**src/rtl/gcm_gctr_seq.sv**
```systemverilog
// gcm_gctr_seq: sequences one GCM job through an external GCTR/AES engine.
// For each job it asks the engine for H = E(K,0), then E(K,Y0), then pulls
// the data blocks from upstream one at a time and runs each through the
// engine. Every engine request is a RUN_x phase with a watchdog, followed by
// a GAP_x phase that waits for the level-type result valid to drop, so each
// request gets exactly one capture.
//
// Ports
//   iClk, iRstn                 clock, async active-low reset
//   iStart, iKey, iKeylen,      job request and parameters (sampled in IDLE)
//   iIV, iNumBlocks
//   iBlock, iBlock_valid,       upstream data block handshake
//   oBlock_ready
//   oGctr*                      engine request controls and data
//   iGctrResult(_valid)         engine result
//   oH, oEY0, oOut (+_valid)    captured results, valid pulses one cycle
//   oBusy, oDone, oError        job status
module gcm_gctr_seq #(
  parameter int NBLK_W  = 16,
  parameter int TIMEOUT = 1023
) (
  input  logic              iClk,
  input  logic              iRstn,
  input  logic              iStart,
  input  logic [0:255]      iKey,
  input  logic              iKeylen,
  input  logic [0:95]       iIV,
  input  logic [NBLK_W-1:0] iNumBlocks,
  input  logic [0:127]      iBlock,
  input  logic              iBlock_valid,
  output logic              oBlock_ready,
  output logic              oGctrInit,
  output logic              oGctrHashKey,
  output logic              oGctrY0,
  output logic              oGctrKey_valid,
  output logic              oGctrIV_valid,
  output logic              oGctrBlock_valid,
  output logic [0:255]      oGctrKey,
  output logic              oGctrKeylen,
  output logic [0:95]       oGctrIV,
  output logic [0:127]      oGctrBlock,
  input  logic [0:127]      iGctrResult,
  input  logic              iGctrResult_valid,
  output logic [0:127]      oH,
  output logic [0:127]      oEY0,
  output logic [0:127]      oOut,
  output logic              oH_valid,
  output logic              oEY0_valid,
  output logic              oOut_valid,
  output logic              oBusy,
  output logic              oDone,
  output logic              oError
);

  localparam int WD_W = (TIMEOUT < 2) ? 1 : $clog2(TIMEOUT + 1);
  localparam logic [WD_W-1:0] WD_LAST = WD_W'(TIMEOUT - 1);

  typedef enum logic [3:0] {
    IDLE, RUN_H, GAP_H, RUN_Y0, GAP_Y0, WAIT_BLK, RUN_D, GAP_D, DONE
  } state_t;

  state_t            state, state_nxt;
  logic [NBLK_W-1:0] count, issued;
  logic [WD_W-1:0]   wd;
  logic [0:127]      blk;

  logic run, start_job, accept, capture, timeout;

  // ---------------------------------------------------------------------------
  // State register
  // ---------------------------------------------------------------------------
  always_ff @(posedge iClk or negedge iRstn) begin
    if (!iRstn) state <= IDLE;
    else        state <= state_nxt;
  end

  // ---------------------------------------------------------------------------
  // Next state and per-cycle events
  // ---------------------------------------------------------------------------
  always_comb begin
    state_nxt = state;
    run       = 1'b0;
    start_job = 1'b0;
    accept    = 1'b0;
    capture   = 1'b0;
    timeout   = 1'b0;
    case (state)
      IDLE: begin
        if (iStart) begin
          start_job = 1'b1;
          state_nxt = RUN_H;
        end
      end
      RUN_H, RUN_Y0, RUN_D: begin
        run = 1'b1;
        // a result arriving in the last watchdog cycle still wins
        if (iGctrResult_valid) begin
          capture = 1'b1;
          case (state)
            RUN_H:   state_nxt = GAP_H;
            RUN_Y0:  state_nxt = GAP_Y0;
            default: state_nxt = GAP_D;
          endcase
        end else if (wd == WD_LAST) begin
          timeout   = 1'b1;
          state_nxt = IDLE;
        end
      end
      GAP_H: begin
        if (!iGctrResult_valid) state_nxt = RUN_Y0;
      end
      GAP_Y0: begin
        if (!iGctrResult_valid)
          state_nxt = (count != '0) ? WAIT_BLK : DONE;
      end
      GAP_D: begin
        if (!iGctrResult_valid)
          state_nxt = (issued < count) ? WAIT_BLK : DONE;
      end
      WAIT_BLK: begin
        if (iBlock_valid) begin
          accept    = 1'b1;
          state_nxt = RUN_D;
        end
      end
      DONE:    state_nxt = IDLE;
      default: state_nxt = IDLE;
    endcase
  end

  // ---------------------------------------------------------------------------
  // Datapath: job parameters, counters, captured results
  // ---------------------------------------------------------------------------
  always_ff @(posedge iClk or negedge iRstn) begin
    if (!iRstn) begin
      oGctrKey    <= '0;
      oGctrKeylen <= 1'b0;
      oGctrIV     <= '0;
      blk         <= '0;
      count       <= '0;
      issued      <= '0;
      wd          <= '0;
      oH          <= '0;
      oEY0        <= '0;
      oOut        <= '0;
      oH_valid    <= 1'b0;
      oEY0_valid  <= 1'b0;
      oOut_valid  <= 1'b0;
      oError      <= 1'b0;
    end else begin
      oH_valid   <= 1'b0;
      oEY0_valid <= 1'b0;
      oOut_valid <= 1'b0;
      oError     <= timeout;

      if (start_job) begin
        oGctrKey    <= iKey;
        oGctrKeylen <= iKeylen;
        oGctrIV     <= iIV;
        count       <= iNumBlocks;
        issued      <= '0;
        blk         <= '0;   // H and Y0 requests carry a zero block
      end

      // issued only advances while below count, so it cannot wrap
      if (accept) begin
        blk    <= iBlock;
        issued <= issued + NBLK_W'(1);
      end

      // watchdog is zero outside RUN_x, so each RUN_x entry starts at 0
      if (run && !capture && !timeout) wd <= wd + WD_W'(1);
      else                             wd <= '0;

      if (capture) begin
        case (state)
          RUN_H: begin
            oH       <= iGctrResult;
            oH_valid <= 1'b1;
          end
          RUN_Y0: begin
            oEY0       <= iGctrResult;
            oEY0_valid <= 1'b1;
          end
          default: begin
            oOut       <= iGctrResult;
            oOut_valid <= 1'b1;
          end
        endcase
      end
    end
  end

  // ---------------------------------------------------------------------------
  // State-decoded outputs
  // ---------------------------------------------------------------------------
  assign oGctrInit        = run;
  assign oGctrKey_valid   = run;
  assign oGctrIV_valid    = run;
  assign oGctrBlock_valid = run;
  assign oGctrHashKey     = (state == RUN_H);
  assign oGctrY0          = (state == RUN_Y0);
  assign oGctrBlock       = blk;
  assign oBlock_ready     = (state == WAIT_BLK);
  assign oBusy            = (state != IDLE);
  assign oDone            = (state == DONE);

endmodule

```
**config.mk**
```make
export PLATFORM = sky130hd
export DESIGN_NAME = gcm_gctr_seq
export DESIGN_NICKNAME = d
export VERILOG_FILES = /design/src/rtl/gcm_gctr_seq.sv
export SDC_FILE = /design/constraint.sdc
export NUM_CORES = 2
export LEC_CHECK = 0
export ABC_AREA = 1
export CAP_MARGIN = 10
export CORE_AREA = 2 2 580 582
export DETAILED_ROUTE_END_ITERATION = 8
export DIE_AREA = 0 0 582 584
export GPL_ROUTABILITY_DRIVEN = 0
export PLACE_DENSITY = 0.39
export SLEW_MARGIN = 20
export SYNTH_ARGS = -nofsm -noshare
export SYNTH_HDL_FRONTEND = slang
export SYNTH_SLANG_ARGS = --single-unit
```
**constraint.sdc**
```tcl
create_clock -name iClk -period 2.65 [get_ports iClk]
set_input_delay 0.6625 -clock iClk [delete_from_list [all_inputs] [get_ports iClk]]
set_output_delay 0.6625 -clock iClk [all_outputs]
set_load 0.1 [all_outputs]
```
**Word level (Yosys, flattened, before mapping)**

Index checks and enable logic that the tools add are counted.

- Register bits: 915
- Input port bits: 630
- Output and inout bits: 878
- Word-level logic and storage cells: 80

- Add/sub/neg operators: 2
- Order comparisons: 1
- Equal/unequal tests: 15
- Mux-type cells: 32
- Bitwise logic cells: 1
- Reduce and logical (&&, ||, !) cells: 14

Operators by type and width:

| kind | number |
|---|---|
| two-way mux 128 bit | 2 |
| two-way mux 4 bit | 9 |
| two-way mux 16 bit | 2 |
| case mux 4 bit (6 select lines) | 1 |
| adder 16 x 1 -> 16 bit (second input constant) | 1 |
| equality test 4 x 3 -> 1 bit (second input constant) | 4 |
| < comparator 16 bit | 1 |
| two-way mux 1 bit | 16 |
| nonzero test 16 bit | 1 |
| adder 10 x 1 -> 10 bit (second input constant) | 1 |
| equality test 10 bit (second input constant) | 1 |
| two-way mux 10 bit | 1 |
| != test 2 bit (second input constant) | 5 |
| equality test 4 x 2 -> 1 bit (second input constant) | 2 |
| case mux 3 bit (2 select lines) | 1 |
| AND reduction 2 bit | 3 |
| AND reduction 6 bit | 1 |
| equality test 4 x 1 -> 1 bit (second input constant) | 1 |
| equality test 4 bit (second input constant) | 1 |
| logical NOT 4 bit | 1 |
| nonzero test 4 bit | 1 |
| != test 3 bit (second input constant) | 1 |
| OR reduction 3 bit | 1 |
| logical AND 1 bit | 2 |
| other kinds (4) | 5 |

**Depth between registers and ports, before layout**

- Word-level depth: 7
- Depth in mapped cells: 13
- Depth with buffers taken out: 13

**Worst setup path after synthesis**

Ideal clock, no wire load.

- Kind: register -> output
- From: reg state[1]
- To: out oDone
- Arrival time: 3.412 ns
- Required time: 1.987 ns
- Setup slack: -1.424 ns
- Cell stages (with the launch flop): 3
- Path buffers: 1
- Path through: dfrtp_1 buf_2 nor4_1

- Word-level cells in the longest chain between the ends: 1

Ends and longest elaborated chain:

| element | line | RTL |
|---|---|---|
| start, declared | 62 | `state_t state, state_nxt;` |
| start signal, assigned | 74 | `else state <= state_nxt;` |
| equality test 4 bit | 206 | `assign oDone = (state == DONE);` |
| end, declared | 51 | `output logic oDone,` |

Every way passes these cells.

**Final worst setup path**

- From: reg state[0]
- To: out oGctrBlock_valid

- Word-level cells in the longest chain between the ends: 3
- Elaborated cells between the ends (all ways): 5
- Those cells by class: eq/ne: 3; mux: 1; reduce/logical: 1

Ends and longest elaborated chain:

| element | line | RTL |
|---|---|---|
| equality test 4 x 1 -> 1 bit, or another cell as far along | 87 | `case (state)` |
| OR reduction 3 bit * | 87 |  |
| two-way mux 1 bit * | 87 |  |
| end, declared | 37 | `output logic oGctrBlock_valid,` |

Every way passes the cells marked *; elsewhere a longest branch is shown, timed or not.

==> flow_metrics.env <==
export IMPL_synth_fp_nets=3399
export IMPL_post_route_cells_drive_above_1_share_pct=35.7
export IMPL_tritoncts="built"
export IMPL_wire_length_of_the_first_global_routing_pass_microns=304000
export IMPL_fin_nets=4997
export IMPL_cp_start_kind="flop"
export IMPL_timing_max_cap_violations=0
export IMPL_final_setup_skew_ns=0.114
export IMPL_fp_row_count=212
export IMPL_drt_pre_antenna_iters=5
export IMPL_clock_root_buffer="sky130_fd_sc_hd__clkbuf_16"
export IMPL_clock_pin_slew_on_the_worst_setup_and_hold_paths_ns=0.06
export IMPL_critical_path_n_buffers_inverters=4
export IMPL_vias_in_the_first_global_route=29269
export IMPL_syn_instance_count=2751
export IMPL_initial_utilization_pct=10.3
export IMPL_synth_lib_cells_used_distinct=32
export IMPL_overflow=0
export IMPL_cts_htree_levels=3
export IMPL_worst_setup_path_type="flop to primary output"
export IMPL_report_final_slew_viol_count=0
export IMPL_port_buffers=1507
export IMPL_postRouteAntennaNets=0
export IMPL_final_design_area_no_fill_sq_um=57400
export IMPL_postPlaceCellArea_sq_um=53200
export IMPL_grt_setup_unrepaired="true"
export IMPL_synth_avg_cell_area_sq_um=12.4
export IMPL_yosys_area_top_type="sky130_fd_sc_hd__dfrtp_1"
export IMPL_worst_setup_path_end_kind="primary output"
export IMPL_grt_antenna_before_repair=148
export IMPL_violations="negative setup slack"
export IMPL_worst_hold_path_type="input pin to flop"
export IMPL_worst_ep_arrival_time_ns=2.08
export IMPL_synth_top_cell_area_share_pct=67.0
export IMPL_post_drt_via_cell_ratio=3.21
export IMPL_tightestPinTransition_ns=0.719
export IMPL_grt_util_all_layers_pct=13.5
export IMPL_flow_area_growth_from_synthesis_pct=68.1
export IMPL_max_clock_freq_ghz=0.365
export IMPL_fin_util_pct=17.2
export IMPL_synth_warnings=0
export IMPL_final_min_period_over_clock_period_pct=103
export IMPL_tritoncts_num_sinks=915
export IMPL_timing_critical_path_required_ns=1.99
export IMPL_die_w_microns=582
export IMPL_ys_ff_latch=915
export IMPL_finalSetupViolCount=8
export IMPL_post_synth_main_area_contributors="sky130_fd_sc_hd__dfrtp_1, sky130_fd_sc_hd__mux2_2, sky130_fd_sc_hd__nand2_1"
export IMPL_ff2ff_setup_slack_ns=0.51
export IMPL_ys_seq_area_share_pct=67.0
export IMPL_postLayoutSetupSlackWorst_ns=-0.0888
export IMPL_num_io_pins=1508
export IMPL_path_delay_family="buffers and inverters"
export IMPL_design_die_area_sq_um=340000
export IMPL_syn_cell_area_sq_um=34200
export IMPL_core_area_sq_um=333000
export IMPL_worst_slew_margin_rel_pct=52.4
export IMPL_detailroute_via_count=28434
export IMPL_cts_inserted_buffers=120
export IMPL_cp_slowest_cell="sky130_fd_sc_hd__dfrtp_2"
export IMPL_worst_path_largest_cell_delay_ns=0.45
export IMPL_hpwl_microns=204000
export IMPL_crit_chain="inv_4 > nand2_1 > nor2_1 > nor2_2 > inv_2 > buf_6 > buf_12"
export IMPL_post_drt_wl_per_cell_microns=26.9
export IMPL_ff2ff_path_depth=9
export IMPL_cts_buffer_depth=4
export IMPL_routed_wl_microns=239000
export IMPL_first_iter_violations=1387
export IMPL_clkLatencyLatePin_ns=0.90
export IMPL_status="finished with violations"
export IMPL_floorplan_die_height_microns=584
export IMPL_drcViolationCount=0
export IMPL_min_delay_path_depth=2
export IMPL_final_hold_viol_count=0
export IMPL_critical_path_cell_count=7
export IMPL_crit_path_max_fanout=4
export IMPL_finalCriticalPeriod_ns=2.74
export IMPL_grt_max_degree=98
final cells by class:
type	count	area, sq um
clock buffer	169	3470
inverter	186	718
tap	4387	5490
timing repair buffer	1637	14400
antenna	36	90.1
sequential	915	22900
fill	36866	275000
multi-input combinational	1489	9830
clock inverter	45	462
through the flow:
step | hold WS, ns | setup WS, ns | TNS (ns) | cells
6_report | 0.391 | -0.0888 | -0.543 | 8864
3_3_place_gp | 0.468 | 0.235 | 0 | 8603
2_1_floorplan | 0.367 | 0.110 | 0 | 2751
3_5_place_dp | 0.474 | 0.202 | 0 | 8603
5_1_grt | 0.325 | -0.215 | -1.63 | 8838
4_1_cts | 0.282 | -0.189 | -1.44 | 8827
flip-flops by register name, indices dropped and copies added, names as in the netlist:
signal	cells
oGctrBlock	128
oEY0_valid	1
oGctrIV	96
oOut	128
issued	16
oOut_valid	1
oError	1
oH	128
oGctrKeylen	1
oH_valid	1
count	16
oEY0	128
oGctrKey	256
wd	10
state	4
cells in the mapped netlist:
library cell / n
sky130_fd_sc_hd__nor4_1: 1
sky130_fd_sc_hd__o31ai_1: 2
sky130_fd_sc_hd__a22o_1: 129
sky130_fd_sc_hd__inv_2: 8
sky130_fd_sc_hd__a22oi_1: 2
sky130_fd_sc_hd__o21ai_0: 260
sky130_fd_sc_hd__nor2_1: 45
sky130_fd_sc_hd__nand2_1: 443
sky130_fd_sc_hd__o211ai_1: 1
sky130_fd_sc_hd__a21oi_1: 36
sky130_fd_sc_hd__nand3_1: 20
sky130_fd_sc_hd__nor3b_2: 1
sky130_fd_sc_hd__buf_4: 7
sky130_fd_sc_hd__o21ai_1: 137
sky130_fd_sc_hd__mux2_2: 353
sky130_fd_sc_hd__nor2_4: 2
sky130_fd_sc_hd__o21bai_1: 1
sky130_fd_sc_hd__buf_6: 8
sky130_fd_sc_hd__nand3b_1: 2
sky130_fd_sc_hd__nor3_2: 1
sky130_fd_sc_hd__nor3b_1: 4
sky130_fd_sc_hd__xor2_1: 2
sky130_fd_sc_hd__nand2_2: 3
sky130_fd_sc_hd__o22ai_1: 2
sky130_fd_sc_hd__buf_2: 88
sky130_fd_sc_hd__clkbuf_1: 58
sky130_fd_sc_hd__nor3_1: 8
sky130_fd_sc_hd__dfrtp_1: 915
sky130_fd_sc_hd__ha_1: 18
sky130_fd_sc_hd__nand4_1: 8
sky130_fd_sc_hd__nor2_2: 8
sky130_fd_sc_hd__inv_1: 178
cell usage in the layout (no fill, tap or decap), drive strengths merged, types with 5 or more instances in the layout:
master / instances
a21oi: 36
a22o: 129
buf: 1008
bufinv: 5
clkbuf: 169
clkdlybuf4s50: 628
clkinv: 28
dfrtp: 915
diode: 36
ha: 18
inv: 197
mux2: 353
nand2: 446
nand3: 20
nand4: 8
nor2: 55
nor3: 9
nor3b: 5
o21ai: 397
cell families (layout without fill, tap and decap cells):
family | after synthesis | in the layout | synth area share (%)
flip-flops | 915 | 915 | 67.0
AO/OA/AOI/OAI | 570 | 570 | 9.82
AND/OR/NAND/NOR | 546 | 546 | 6.40
multiplexers | 353 | 353 | 11.6
buffers and inverters | 347 | 2037 | 4.39
adder cells (fa/ha/maj) | 18 | 18 | 0.659
XOR/XNOR | 2 | 2 | 0.0513
other | 0 | 36 | 0
per-layer routing:
layer / global-route usage (%) / part of all wire (%) / vias to the layer above
li1: - / - / 12567
met5: 0 / 0.24 / -
met3: 8.64 / 15 / 376
met1: 13.9 / 34 / 13971
met4: 4.19 / 3.3 / 88
met2: 22.5 / 47 / 1432
timing repair:
action	4_1_cts	5_1_grt
endpoints found under the hold margin	8	0
setup buffers	9	1
endpoints found under the setup margin	12	9
hold buffers	1	0
resized for setup	16	1
pin swaps	4	0
worst paths after layout:
| path | start | end |
|---|---|---|
| max | state[0] | oGctrBlock_valid |
| min | iKey[65] | oGctrKey[65] |
| max reg2reg | state[0] | oOut[45] |
| min reg2reg | oEY0[9] | oEY0[9] |
| max in group asynchronous | iRstn | oEY0[64] |
| min in group asynchronous | iRstn | oGctrIV[71] |
Power is left out: the tool's default activity adds up to more than one toggle a clock period on the data nets, which glitch-free logic cannot reach.
